--- src/rtl/frame_pkg.sv ---
// frame_pkg: shared definitions for the frame transmit path.
//   FRAME_HEADER / FRAME_TRAILER : 32-bit delimiters, sent as two 16-bit words.
//   tx_state_t                   : scheduler FSM states.
//   crc16_upd(crc, word)         : CRC16-CCITT (poly 0x1021, no reflection),
//                                  16 data bits per call, MSB first. The
//                                  detector's checker uses this same function.
package frame_pkg;

  localparam logic [31:0] FRAME_HEADER  = 32'hE0E0E0E0;
  localparam logic [31:0] FRAME_TRAILER = 32'h0E0E0E0E;

  typedef enum logic [3:0] {
    ST_IDLE  = 4'd0,
    ST_HDR_H = 4'd1,
    ST_HDR_L = 4'd2,
    ST_CHAN  = 4'd3,
    ST_DATA  = 4'd4,
    ST_CRC   = 4'd5,
    ST_TRL_H = 4'd6,
    ST_TRL_L = 4'd7,
    ST_GAP   = 4'd8
  } tx_state_t;

  // Bit-serial loop unrolled by synthesis into the parallel XOR network.
  function automatic logic [15:0] crc16_upd(input logic [15:0] crc,
                                            input logic [15:0] word);
    logic [15:0] c;
    c = crc;
    for (int i = 15; i >= 0; i--) begin
      if (c[15] ^ word[i]) c = (c << 1) ^ 16'h1021;
      else                 c = c << 1;
    end
    return c;
  endfunction

endpackage

--- src/rtl/frame_tx_scheduler_if.sv ---
// frame_tx_scheduler_if: requester/stream bundle of the frame scheduler.
//   req, req_payload, req_words, hold : requester side into the scheduler
//   gnt, data_out, frame_active, busy : scheduler outputs
//   state_dbg, rr_ptr_dbg             : FSM state and round-robin pointer
// Handshake: a requester raises req[c] with payload/length stable and holds
// it until it sees gnt[c]; gnt[c] is a single-cycle pulse and the payload and
// length are captured on that same edge. Dropping req before the grant simply
// withdraws the request. There is no backpressure once a frame has started.
interface frame_tx_scheduler_if #(
  parameter int NUM_CH = 8
);
  logic [NUM_CH-1:0]     req;
  logic [NUM_CH*128-1:0] req_payload;
  logic [NUM_CH*3-1:0]   req_words;
  logic                  hold;
  logic [NUM_CH-1:0]     gnt;
  logic [15:0]           data_out;
  logic                  frame_active;
  logic                  busy;
  frame_pkg::tx_state_t  state_dbg;
  logic [2:0]            rr_ptr_dbg;

  modport master (
    input  req, req_payload, req_words, hold,
    output gnt, data_out, frame_active, busy, state_dbg, rr_ptr_dbg
  );

  modport slave (
    output req, req_payload, req_words, hold,
    input  gnt, data_out, frame_active, busy, state_dbg, rr_ptr_dbg
  );
endinterface

--- src/rtl/crc16_par16.sv ---
// crc16_par16: CRC16-CCITT register, one 16-bit word per enabled cycle.
//   clk_in, rst : clock, synchronous active-high reset (register -> 0)
//   clr         : load the init value 0x0000 (wins over en)
//   en          : fold data_in into the running CRC
//   data_in     : word to accumulate
//   crc_out     : current CRC register value
module crc16_par16
  import frame_pkg::*;
(
  input  logic        clk_in,
  input  logic        rst,
  input  logic        clr,
  input  logic        en,
  input  logic [15:0] data_in,
  output logic [15:0] crc_out
);
  logic [15:0] crc_q, crc_d;

  always_comb begin
    crc_d = crc_q;
    if (clr)     crc_d = 16'h0000;
    else if (en) crc_d = crc16_upd(crc_q, data_in);
  end

  always_ff @(posedge clk_in) begin
    if (rst) crc_q <= 16'h0000;
    else     crc_q <= crc_d;
  end

  assign crc_out = crc_q;
endmodule

--- src/rtl/frame_tx_scheduler.sv ---
// frame_tx_scheduler: round-robin arbiter plus frame generator for the
// frame_detector data_in stream. Frame = HDR_H, HDR_L, CHAN (one-hot),
// N payload words (MS word first), CRC16, TRL_H, TRL_L, then GAP_CYCLES
// zero words.
//   clk_in, rst : clock, synchronous active-high reset
//   err_inj     : only with FRAME_ERR_INJ_EN defined; sampled at grant, inverts
//                 that frame's CRC word
//   bus         : frame_tx_scheduler_if master (requests, grant, stream,
//                 status, debug state / pointer)
// Parameters: NUM_CH (2..8), GAP_CYCLES (1..15).
// All outputs are registers computed from the next state, so data_out always
// shows the word belonging to the current state_q.
module frame_tx_scheduler
  import frame_pkg::*;
#(
  parameter int NUM_CH     = 8,
  parameter int GAP_CYCLES = 1
)(
  input  logic clk_in,
  input  logic rst,
`ifdef FRAME_ERR_INJ_EN
  input  logic err_inj,
`endif
  frame_tx_scheduler_if.master bus
);
  localparam int         PTR_W    = $clog2(NUM_CH);
  localparam logic [3:0] GAP_LAST = 4'(GAP_CYCLES - 1);

  tx_state_t          state_q, state_d;
  logic [PTR_W-1:0]   rr_ptr_q, rr_ptr_d;
  logic [127:0]       payload_q, payload_d;
  logic [2:0]         words_q, words_d;
  logic [2:0]         idx_q, idx_d;
  logic [3:0]         gap_q, gap_d;
  logic [7:0]         chan_oh_q, chan_oh_d;
  logic [NUM_CH-1:0]  gnt_q, gnt_d;
  logic [15:0]        data_q, data_d;
  logic               frame_active_q, frame_active_d;
  logic               busy_q, busy_d;
  logic               err_q, err_d;

  logic               arb_found;
  logic [PTR_W-1:0]   arb_win;
  logic [PTR_W:0]     arb_sum;
  logic               arb_point;
  logic               grant;
  logic [15:0]        pay_word;
  logic [15:0]        crc_val;
  logic               crc_clr, crc_en;

  // Round-robin search from rr_ptr upward with wrap; first requester wins.
  always_comb begin
    arb_found = 1'b0;
    arb_win   = '0;
    arb_sum   = '0;
    for (int i = 0; i < NUM_CH; i++) begin
      arb_sum = {1'b0, rr_ptr_q} + (PTR_W+1)'(i);
      if (arb_sum >= (PTR_W+1)'(NUM_CH)) arb_sum = arb_sum - (PTR_W+1)'(NUM_CH);
      if (!arb_found && bus.req[arb_sum[PTR_W-1:0]]) begin
        arb_found = 1'b1;
        arb_win   = arb_sum[PTR_W-1:0];
      end
    end
  end

  // hold only matters at arbitration points; a frame in flight always completes.
  assign arb_point = (state_q == ST_IDLE) || (state_q == ST_GAP && gap_q == 4'd0);
  assign grant     = arb_point && !bus.hold && arb_found;

  // State register (and the datapath registers that travel with it).
  always_ff @(posedge clk_in) begin
    if (rst) begin
      state_q        <= ST_IDLE;
      rr_ptr_q       <= '0;
      payload_q      <= '0;
      words_q        <= '0;
      idx_q          <= '0;
      gap_q          <= '0;
      chan_oh_q      <= '0;
      gnt_q          <= '0;
      data_q         <= '0;
      frame_active_q <= 1'b0;
      busy_q         <= 1'b0;
      err_q          <= 1'b0;
    end else begin
      state_q        <= state_d;
      rr_ptr_q       <= rr_ptr_d;
      payload_q      <= payload_d;
      words_q        <= words_d;
      idx_q          <= idx_d;
      gap_q          <= gap_d;
      chan_oh_q      <= chan_oh_d;
      gnt_q          <= gnt_d;
      data_q         <= data_d;
      frame_active_q <= frame_active_d;
      busy_q         <= busy_d;
      err_q          <= err_d;
    end
  end

  // Next-state logic.
  always_comb begin
    state_d = state_q;
    unique case (state_q)
      ST_IDLE:  if (grant) state_d = ST_HDR_H;
      ST_HDR_H: state_d = ST_HDR_L;
      ST_HDR_L: state_d = ST_CHAN;
      ST_CHAN:  state_d = ST_DATA;
      ST_DATA:  if (idx_q == 3'd0) state_d = ST_CRC;
      ST_CRC:   state_d = ST_TRL_H;
      ST_TRL_H: state_d = ST_TRL_L;
      ST_TRL_L: state_d = ST_GAP;
      ST_GAP:   if (gap_q == 4'd0) state_d = grant ? ST_HDR_H : ST_IDLE;
      default:  state_d = ST_IDLE;
    endcase
  end

  // Output / datapath logic, evaluated against state_d so the registered
  // outputs line up with the state they describe.
  always_comb begin
    rr_ptr_d  = rr_ptr_q;
    payload_d = payload_q;
    words_d   = words_q;
    chan_oh_d = chan_oh_q;
    err_d     = err_q;
    gnt_d     = '0;
    idx_d     = idx_q;
    gap_d     = gap_q;
    crc_clr   = 1'b0;

    if (grant) begin
      gnt_d[arb_win] = 1'b1;
      rr_ptr_d  = (arb_win == PTR_W'(NUM_CH - 1)) ? '0 : arb_win + 1'b1;
      payload_d = bus.req_payload[128*arb_win +: 128];
      words_d   = bus.req_words[3*arb_win +: 3];
      chan_oh_d = 8'b1 << arb_win;
`ifdef FRAME_ERR_INJ_EN
      err_d     = err_inj;
`else
      err_d     = 1'b0;
`endif
      crc_clr   = 1'b1;
    end

    // idx counts down through the payload, MS word first.
    if (state_q == ST_CHAN)      idx_d = words_q;
    else if (state_q == ST_DATA) idx_d = idx_q - 3'd1;

    if (state_q == ST_TRL_L)                     gap_d = GAP_LAST;
    else if (state_q == ST_GAP && gap_q != 4'd0) gap_d = gap_q - 4'd1;

    pay_word = payload_q[16*idx_d +: 16];
    // The CRC register absorbs each word on the edge it is emitted, so in the
    // CRC state it already covers the whole payload.
    crc_en   = (state_d == ST_DATA);

    data_d = 16'h0000;
    unique case (state_d)
      ST_HDR_H: data_d = FRAME_HEADER[31:16];
      ST_HDR_L: data_d = FRAME_HEADER[15:0];
      ST_CHAN:  data_d = {8'h00, chan_oh_q};
      ST_DATA:  data_d = pay_word;
      ST_CRC:   data_d = err_q ? ~crc_val : crc_val;
      ST_TRL_H: data_d = FRAME_TRAILER[31:16];
      ST_TRL_L: data_d = FRAME_TRAILER[15:0];
      default:  data_d = 16'h0000;
    endcase

    frame_active_d = !(state_d inside {ST_IDLE, ST_GAP});
    busy_d         = (state_d != ST_IDLE);
  end

  crc16_par16 u_crc (
    .clk_in  (clk_in),
    .rst     (rst),
    .clr     (crc_clr),
    .en      (crc_en),
    .data_in (pay_word),
    .crc_out (crc_val)
  );

  assign bus.gnt          = gnt_q;
  assign bus.data_out     = data_q;
  assign bus.frame_active = frame_active_q;
  assign bus.busy         = busy_q;
  assign bus.state_dbg    = state_q;
  assign bus.rr_ptr_dbg   = 3'(rr_ptr_q);

endmodule

--- src/flat_wrapper.sv ---
// flat-port wrapper written by rule: the top's interface ports become plain ports
module frame_tx_scheduler_flat import frame_pkg::*;
#(
  parameter int NUM_CH     = 8,
  parameter int GAP_CYCLES = 1
)
  (clk_in, rst, bus_req, bus_req_payload, bus_req_words, bus_hold, bus_gnt, bus_data_out, bus_frame_active, bus_busy, bus_state_dbg, bus_rr_ptr_dbg);
  frame_tx_scheduler_if #(.NUM_CH(NUM_CH)) bus_i ();
  input  logic clk_in;
  input  logic rst;
  input wire logic [$bits(bus_i.req)-1:0] bus_req;
  input wire logic [$bits(bus_i.req_payload)-1:0] bus_req_payload;
  input wire logic [$bits(bus_i.req_words)-1:0] bus_req_words;
  input wire logic [$bits(bus_i.hold)-1:0] bus_hold;
  output wire logic [$bits(bus_i.gnt)-1:0] bus_gnt;
  output wire logic [$bits(bus_i.data_out)-1:0] bus_data_out;
  output wire logic [$bits(bus_i.frame_active)-1:0] bus_frame_active;
  output wire logic [$bits(bus_i.busy)-1:0] bus_busy;
  output wire logic [$bits(bus_i.state_dbg)-1:0] bus_state_dbg;
  output wire logic [$bits(bus_i.rr_ptr_dbg)-1:0] bus_rr_ptr_dbg;
  assign bus_i.req = bus_req;
  assign bus_i.req_payload = bus_req_payload;
  assign bus_i.req_words = bus_req_words;
  assign bus_i.hold = bus_hold;
  assign bus_gnt = bus_i.gnt;
  assign bus_data_out = bus_i.data_out;
  assign bus_frame_active = bus_i.frame_active;
  assign bus_busy = bus_i.busy;
  assign bus_state_dbg = bus_i.state_dbg;
  assign bus_rr_ptr_dbg = bus_i.rr_ptr_dbg;
  frame_tx_scheduler #(.NUM_CH(NUM_CH), .GAP_CYCLES(GAP_CYCLES)) u_core (.clk_in(clk_in), .rst(rst), .bus(bus_i));
endmodule
--- config.mk ---
export PLATFORM = sky130hd
export DESIGN_NAME = frame_tx_scheduler_flat
export DESIGN_NICKNAME = d
export VERILOG_FILES = /design/src/rtl/frame_pkg.sv /design/src/rtl/frame_tx_scheduler_if.sv /design/src/rtl/crc16_par16.sv /design/src/rtl/frame_tx_scheduler.sv /design/src/flat_wrapper.sv
export SDC_FILE = /design/constraint.sdc
export NUM_CORES = 1
export LEC_CHECK = 0
export CORE_AREA = 4 4 429 431
export CTS_CLUSTER_SIZE = 14
export DETAILED_ROUTE_END_ITERATION = 16
export DIE_AREA = 0 0 433 435
export GPL_TIMING_DRIVEN = 0
export PLACE_DENSITY = 0.3
export SLEW_MARGIN = 20
export SYNTH_ARGS = -nofsm -noshare
export SYNTH_HDL_FRONTEND = slang
export SYNTH_SLANG_ARGS = --single-unit
--- constraint.sdc ---
create_clock -name clk_in -period 11 [get_ports clk_in]
set_input_delay 1.65 -clock clk_in [delete_from_list [all_inputs] [get_ports clk_in]]
set_output_delay 1.65 -clock clk_in [all_outputs]
set_load 0.02 [all_outputs]
# --- Word level (Yosys, flattened, before mapping) ---
# Index checks and enable logic that the tools add are counted.
# W data, S select, Z words.
word_totals:
  in_bits: 1059
  wordCells: 235
  ff_bits: 195
op_classes:
  addsub: 18
  shifts: 4
  n_lt_le_gt_ge: 18
  n_bitwise: 33
  n_mux: 98
  n_reduce_logical: 34
  eq_ne: 17
  n_mul: 1
ops:
  columns: ["operator", "count"]
  rows:
  - ["$shiftx A1024 B11 Y128", 1]
  - ["$mux W16", 30]
  - ["$mux W13", 16]
  - ["$shiftx A128 B8 Y16", 1]
  - ["$pmux W16 S5", 1]
  - ["$mux W3", 19]
  - ["$not A3 Y3", 16]
  - ["$lt A3 B4 Y1 const B", 9]
  - ["$pmux W4 S9", 1]
  - ["$eq A4 B3 Y1 const B", 8]
  - ["$ge A4 B4 Y1 const B", 7]
  - ["$sub A3 B1 Y3 const B", 9]
  - ["$bmux W1 S3", 8]
  - ["$shiftx A24 B6 Y3", 1]
  - ["$mux W1", 19]
  - ["$add A3 B3 Y4 const B", 4]
  - ["$eq A4 B2 Y1 const B", 4]
  - ["$xor A1 B1 Y1", 16]
  - ["$logic_and A1 B1 Y1", 12]
  - ["$logic_not A4 Y1", 3]
  - ["$mux W4", 3]
  - ["$reduce_or A2 Y1", 5]
  - ["$logic_not A1 Y1", 9]
  - ["$add A3 B2 Y4 const B", 2]
  - ["other kinds (16)", 19]

# --- Depth between registers and ports, before layout ---
logic_depth:
  word_depth: 91
  ltp_mapped: 20
  mapped_depth_nobuf: 16

# --- Modules after synthesis ---
# A second synthesis with hierarchy kept.
unflattened:
  hier_cells: 2098
  hier_area_um2: 18916.9
by_module_without_submodules:
  columns: ["module", "cells_per_inst", "instances", "seq_area_each_um2", "area_per_inst_um2"]
  rows:
  - ["frame_tx_scheduler", 1986, 1, 3583.4, 17710.7]
  - ["crc16_par16", 112, 1, 320.3, 1206.2]

# --- Least setup slack after synthesis ---
# Ideal clock, no wire load.
synth_timing:
  kind: "input to register"
  from: "input port bus_req[6]"
  to: "register u_core.rr_ptr_q[0] (netlist: u_core.bus.rr_ptr_dbg[0])"
  cell_stages: 16
  t_required_ps: 10872
  setup_time_ps: 128
  arrival_time_ps: 4572
  path_slack_ps: 6300
  n_path_buf: 3
  path_cell_list: "mux4_2 > mux2i_1 > a32oi_1 > or3_1 > buf_2 > nor3_1 > a2111oi_0 > a21o_1 > inv_2 > clkbuf_1 > buf_2 > ha_1 > ha_1 > nor3_1 > a21oi_1 > nor2_1"
synth_via:
  elab_chain_cells: 26
  word_cells_on_any_way: 50
  cone_classes: "1 x add/sub; 1 x eq/ne; 33 x mux; 15 x reduce/logical"
synth_lines:
  columns: ["item", "line", "source"]
  rows:
  - ["from (decl)", "flat_wrapper.sv:11", "input wire logic [$bits(bus_i.req)-1:0] bus_req;"]
  - ["$bmux W1 S3", "frame_tx_scheduler.sv:59", "if (!arb_found && bus.req[arb_sum[PTR_W-1:0]]) begin"]
  - ["$mux W1 (implied by the code)", "frame_tx_scheduler.sv:59", null]
  - ["$mux W1", "frame_tx_scheduler.sv:59", null]
  - ["$logic_not A1 Y1", "frame_tx_scheduler.sv:59", null]
  - ["$logic_and A1 B1 Y1", "frame_tx_scheduler.sv:59", null]
  - ["$mux W1", "frame_tx_scheduler.sv:59", null]
  - ["$logic_not A1 Y1", "frame_tx_scheduler.sv:59", null]
  - ["$logic_and A1 B1 Y1", "frame_tx_scheduler.sv:59", null]
  - ["(+10 left out)", null, null]
  - ["$logic_not A1 Y1", "frame_tx_scheduler.sv:59", null]
  - ["$logic_and A1 B1 Y1", "frame_tx_scheduler.sv:59", null]
  - ["$mux W1", "frame_tx_scheduler.sv:59", null]
  - ["$logic_not A1 Y1", "frame_tx_scheduler.sv:59", null]
  - ["$logic_and A1 B1 Y1", "frame_tx_scheduler.sv:59", null]
  - ["$mux W3", "frame_tx_scheduler.sv:59", null]
  - ["$add A3 B1 Y3 or $eq A3 B3 Y1 (tied branches)", "frame_tx_scheduler.sv:133", "rr_ptr_d = (arb_win == PTR_W'(NUM_CH - 1)) ? '0 : arb_win + 1'b1;"]
  - ["$mux W3", "frame_tx_scheduler.sv:133", null]
  - ["to (signal assigned)", "frame_tx_scheduler.sv:87", "rr_ptr_q <= rr_ptr_d;"]
  - ["to (decl)", "frame_tx_scheduler.sv:30", "logic [PTR_W-1:0] rr_ptr_q, rr_ptr_d;"]
# Parallel ways exist; a longest one is shown, timed or not. The select of a mux whose other input is x is not followed.
# A chain may end at the register's enable or synchronous reset.

# --- Worst setup path in the final report ---
layout_timing:
  from: "input port bus_req[0]"
  to: "register u_core.payload_q[61]"
layout_via:
  elab_chain_cells: 25
  word_cells_on_any_way: 48
  cone_classes: "1 x shift; 32 x mux; 15 x reduce/logical"
layout_lines:
  columns: ["item", "line", "source"]
  rows:
  - ["$bmux W1 S3", "frame_tx_scheduler.sv:59", null]
  - ["$mux W1 (implied by the code)", "frame_tx_scheduler.sv:59", null]
  - ["$mux W1", "frame_tx_scheduler.sv:59", null]
  - ["$logic_not A1 Y1", "frame_tx_scheduler.sv:59", null]
  - ["$logic_and A1 B1 Y1", "frame_tx_scheduler.sv:59", null]
  - ["$mux W1", "frame_tx_scheduler.sv:59", null]
  - ["$logic_not A1 Y1", "frame_tx_scheduler.sv:59", null]
  - ["$logic_and A1 B1 Y1", "frame_tx_scheduler.sv:59", null]
  - ["(+9 left out)", null, null]
  - ["$mux W1", "frame_tx_scheduler.sv:59", null]
  - ["$logic_not A1 Y1", "frame_tx_scheduler.sv:59", null]
  - ["$logic_and A1 B1 Y1", "frame_tx_scheduler.sv:59", null]
  - ["$mux W1", "frame_tx_scheduler.sv:59", null]
  - ["$logic_not A1 Y1", "frame_tx_scheduler.sv:59", null]
  - ["$logic_and A1 B1 Y1", "frame_tx_scheduler.sv:59", null]
  - ["$mux W3 or $mux W1 (tied branches)", "frame_tx_scheduler.sv:59", null]
  - ["$shiftx A1024 B11 Y128 or $logic_and A1 B1 Y1 (tied branches)", "frame_tx_scheduler.sv:134, frame_tx_scheduler.sv:68", null]
  - ["to (signal assigned)", "frame_tx_scheduler.sv:88", "payload_q <= payload_d;"]
  - ["to (decl)", "frame_tx_scheduler.sv:31", "logic [127:0] payload_q, payload_d;"]
# Parallel ways exist; a longest one is shown, timed or not. The select of a mux whose other input is x is not followed.

==> results.md <==
- Outcome: complete, no violations
- Dpl hpwl: around 170000 um
- Die outline area: 0.188 mm^2
- Port buffer count: 1091
- Number of global-route vias before repair: between 20000 and 30000
- Fin nets: 5050
- CTS Sinks: approximately 200
- Final estimated routing congestion in global placement: 0.890
- Share of async-settable or async-resettable flops after synthesis: 0%
- Wire length of the first global-routing pass: around 260000 um
- Vias: about 27000
- Max_slew headroom: ~27%
- Clock transition at the registers of the reported paths: approximately 0.08 ns
- Total count of hold-check failures in the final report: 0
- Post-route DRC violation count: 0
- Syn Area/Cell: roughly 6.3 um^2
- Placeable core region: between 0.15 and 0.2 mm^2
- Worst EP arrival: between 7 and 8 ns
- Type of the worst min-delay path: flip-flop to flip-flop
- Grt ovf: 0
- Post-synthesis register bit count: 195
- Req. time, crit path: about 11 ns
- Violation count after the first detailed-routing iteration: around 2200
- Unrepaired setup endpoints after global routing: no
- Clock H-tree levels: 4
- Sequential cell area fraction in the yosys report: between 20% and 30%
- Number of buffers inserted by post-CTS setup repair: 0
- Placement row count: about 160
- Synth Cell Area: between 0.015 and 0.02 mm^2
- Mapped Nets: 3936
- Most used cell along the critical path: sky130_fd_sc_hd__buf_2
- Sequential Area: around 0.004 mm^2
- Final setup TNS: 0 ns
- Total length of routed wires: slightly below 200000 um
- CTS Hold Buffers Added: 0
- Crit path max-delay cell type: sky130_fd_sc_hd__a311oi_1
- Fmax: approximately 140 MHz
- Cell count after synthesis: 2866
- Post-cts sizing count: 0
- Number of fill cells in the layout: between 20000 and 25000
- Cell-by-cell listing of the critical path: clkdlybuf4s50_1 -> mux4_2 -> mux2i_1 -> a32oi_1 -> or3_1 -> buf_2 -> nor2_2 -> and3_1 -> or3_1 -> buf_4 -> inv_2 -> buf_4 -> buf_2 -> buf_2 -> nand3_1 -> a311oi_1 -> nor3_1
- Count of final max-slew check failures: 0
- Library cells used by synthesis: 77
- Worst Setup Slack post-DPL: 3.00 ns
- LEAKAGE: roughly 12 nW
- Die span in x: 433 um
- Layout area overhead: 80.4%
- Worst skew pair latency: ~0.50 ns
- Share of layout cells above drive strength 1: ~4.7%
- Detailed-route vias per instance: between 4 and 5
- Worst Path Class, Setup: primary input to flip-flop
- Final setup margin: ~3.7 ns
- Die Height: around 440 um
- Highest net fanout along the worst path: 10
- Clock tree from TritonCTS: built
- EDFF count, synth: 0
- Pin count of the biggest net entering global routing: 19
- YS warnings: 0
- Most common flop cell mapped by yosys: sky130_fd_sc_hd__dfxtp_1
- Startpoint types: primary input
- Setup-failing EPs final: 0
- Total GRT Usage: around a fifth
- Number of buffers created by CTS: 17
- Power density over cell area: 461 mW/mm^2
- Fraction of the cycle the final worst path needs: between 60% and 70%
- Antenna violations before repair: between 50 and 60
- Slew @ Worst Pin: between 1 and 1.5 ns
- Number of buffers on the longest clock path: 2
- # IOs: ~1100
- Delay of the slowest cell on the worst path: ~0.7 ns
- Worst ir drop on vdd: 198 uV
- Clock Root Buffer: sky130_fd_sc_hd__clkbuf_16
- Antenna violation net count after detailed routing: 0
- Starting utilization of the core area: about 10%
- TritonRoute pass-1 iters: 5
- Area taken by multi-input logic gates: 0.0129 mm^2
- Final worst clock skew: 0.0188 ns
- Average routed wire per standard cell: 30.8 um
- Endpoint class of the critical path: flip-flop
- Count of maximum capacitance violations: 0
- Min Tclk post-route: between 7 and 8 ns
-- routing by layer --
| metal | part of all wire, % | global-route usage (%) |
|---|---|---|
| met5 | 0.10 | 0 |
| met4 | 1.4 | 3.32 |
| met3 | 4.9 | 3.17 |
| met2 | 51 | 36.1 |
| met1 | 42 | 24.8 |
-- kinds of logic (layout without fill, tap and decap cells) --
family	count (synthesis)	count (layout)	synth area share (%)
AO/OA/AOI/OAI	697	697	26.7
XOR/XNOR	49	49	3.45
adder cells (fa/ha/maj)	11	11	0.758
multiplexers	71	71	4.57
flip-flops	195	195	21.5
other	0	21	0
AND/OR/NAND/NOR	1523	1523	35.5
buffers and inverters	320	1447	7.51
-- sequential cells by signal, indices dropped and copies added (netlist names) --
| name | flops |
|---|---|
| u_core.bus.state_dbg | 4 |
| u_core.bus.frame_active | 1 |
| u_core.u_crc.crc_out | 16 |
| u_core.chan_oh_q | 8 |
| u_core.bus.data_out | 16 |
| u_core.idx_q | 3 |
| u_core.words_q | 3 |
| u_core.bus.gnt | 8 |
| u_core.bus.busy | 1 |
| u_core.gap_q | 4 |
| u_core.bus.rr_ptr_dbg | 3 |
| u_core.payload_q | 128 |
-- path summary, 6_finish.rpt --
| kind | from | endpoint | slack, ns | cells past startpoint |
|---|---|---|---|---|
| max | bus_req[0] | u_core.payload_q[61] | 3.75 | 17 |
| min | u_core.chan_oh_q[5] | u_core.chan_oh_q[5] | 0.48 | 2 |
| max reg2reg | u_core.bus.rr_ptr_dbg[1] | u_core.payload_q[61] | 3.78 | 20 |
| min reg2reg | u_core.chan_oh_q[5] | u_core.chan_oh_q[5] | 0.48 | 2 |
-- critical path, delay by kind of cell --
| kind | cells | cell delay (ns) |
|---|---|---|
| buffers and inverters | 7 | 2.97 |
| AO/OA/AOI/OAI | 2 | 1.14 |
| AND/OR/NAND/NOR | 6 | 1.27 |
| multiplexers | 2 | 0.47 |
-- placed cells by master, fill, tap and decap left out, types with 20 or more instances in the layout --
cell                              count
sky130_fd_sc_hd__a221oi_1           150
sky130_fd_sc_hd__diode_2             21
sky130_fd_sc_hd__nand2_1            869
sky130_fd_sc_hd__a21oi_1            316
sky130_fd_sc_hd__inv_1               21
sky130_fd_sc_hd__nor3_1             140
sky130_fd_sc_hd__mux2i_1             50
sky130_fd_sc_hd__dfxtp_1            195
sky130_fd_sc_hd__xnor2_1             20
sky130_fd_sc_hd__nor2_1             175
sky130_fd_sc_hd__buf_2               76
sky130_fd_sc_hd__a311oi_1           127
sky130_fd_sc_hd__clkbuf_1           181
sky130_fd_sc_hd__nand3_1            278
sky130_fd_sc_hd__clkdlybuf4s50_1   1091
-- synthesized netlist by cell type (14+ instances only) --
cell type / n / area share, %
sky130_fd_sc_hd__a211oi_1: 14 / 0.58
sky130_fd_sc_hd__a21oi_1: 316 / 8.7
sky130_fd_sc_hd__a221oi_1: 150 / 7.2
sky130_fd_sc_hd__a311oi_1: 131 / 6.3
sky130_fd_sc_hd__buf_1: 18 / 0.37
sky130_fd_sc_hd__buf_2: 76 / 2.1
sky130_fd_sc_hd__clkbuf_1: 187 / 3.9
sky130_fd_sc_hd__dfxtp_1: 195 / 21
sky130_fd_sc_hd__inv_1: 21 / 0.43
sky130_fd_sc_hd__mux2i_1: 50 / 2.8
sky130_fd_sc_hd__nand2_1: 869 / 18
sky130_fd_sc_hd__nand3_1: 278 / 7.7
sky130_fd_sc_hd__nor2_1: 175 / 3.6
sky130_fd_sc_hd__nor3_1: 140 / 3.9
sky130_fd_sc_hd__o211ai_1: 14 / 0.58
sky130_fd_sc_hd__o21ai_0: 17 / 0.47
sky130_fd_sc_hd__xnor2_1: 20 / 0.96
sky130_fd_sc_hd__xor2_1: 15 / 0.72
-- where the power goes --
part	switching (mW)	internal, mW
Sequential	0.284	0.976
Combinational	9.43	3.78
Clock	0.347	0.303
Total	10.1	5.06
-- layout make-up --
cell class,instances,area share (%)
repair buffers,1095,33.5
multi-input cells,2351,39.4
clock inverters,13,0.351
well taps,2370,9.05
clock buffers,19,1.35
flip-flops and latches,195,11.9
diodes,21,0.160
plain buffers,295,3.90
inverters,25,0.286
-- per-stage QoR --
| step | std cells | instance area (um^2) | util [%] | hold slack [ns] | power [mW] |
|---|---|---|---|---|---|
| detailed placement | 6331 | 32100 | 17.8 | 0.471 | 14.6 |
| finish | 6384 | 32800 | 18.2 | 0.475 | 15.1 |
| CTS | 6363 | 32700 | 18.2 | 0.482 | 15.3 |
| floorplan | 2866 | 18200 | - | 0.431 | 8.27 |
| global placement | 6327 | 32000 | 17.8 | 0.468 | 14.6 |
| global route | 6377 | 32800 | 18.2 | 0.510 | 16.2 |
Power figures use the tool's default switching activity.
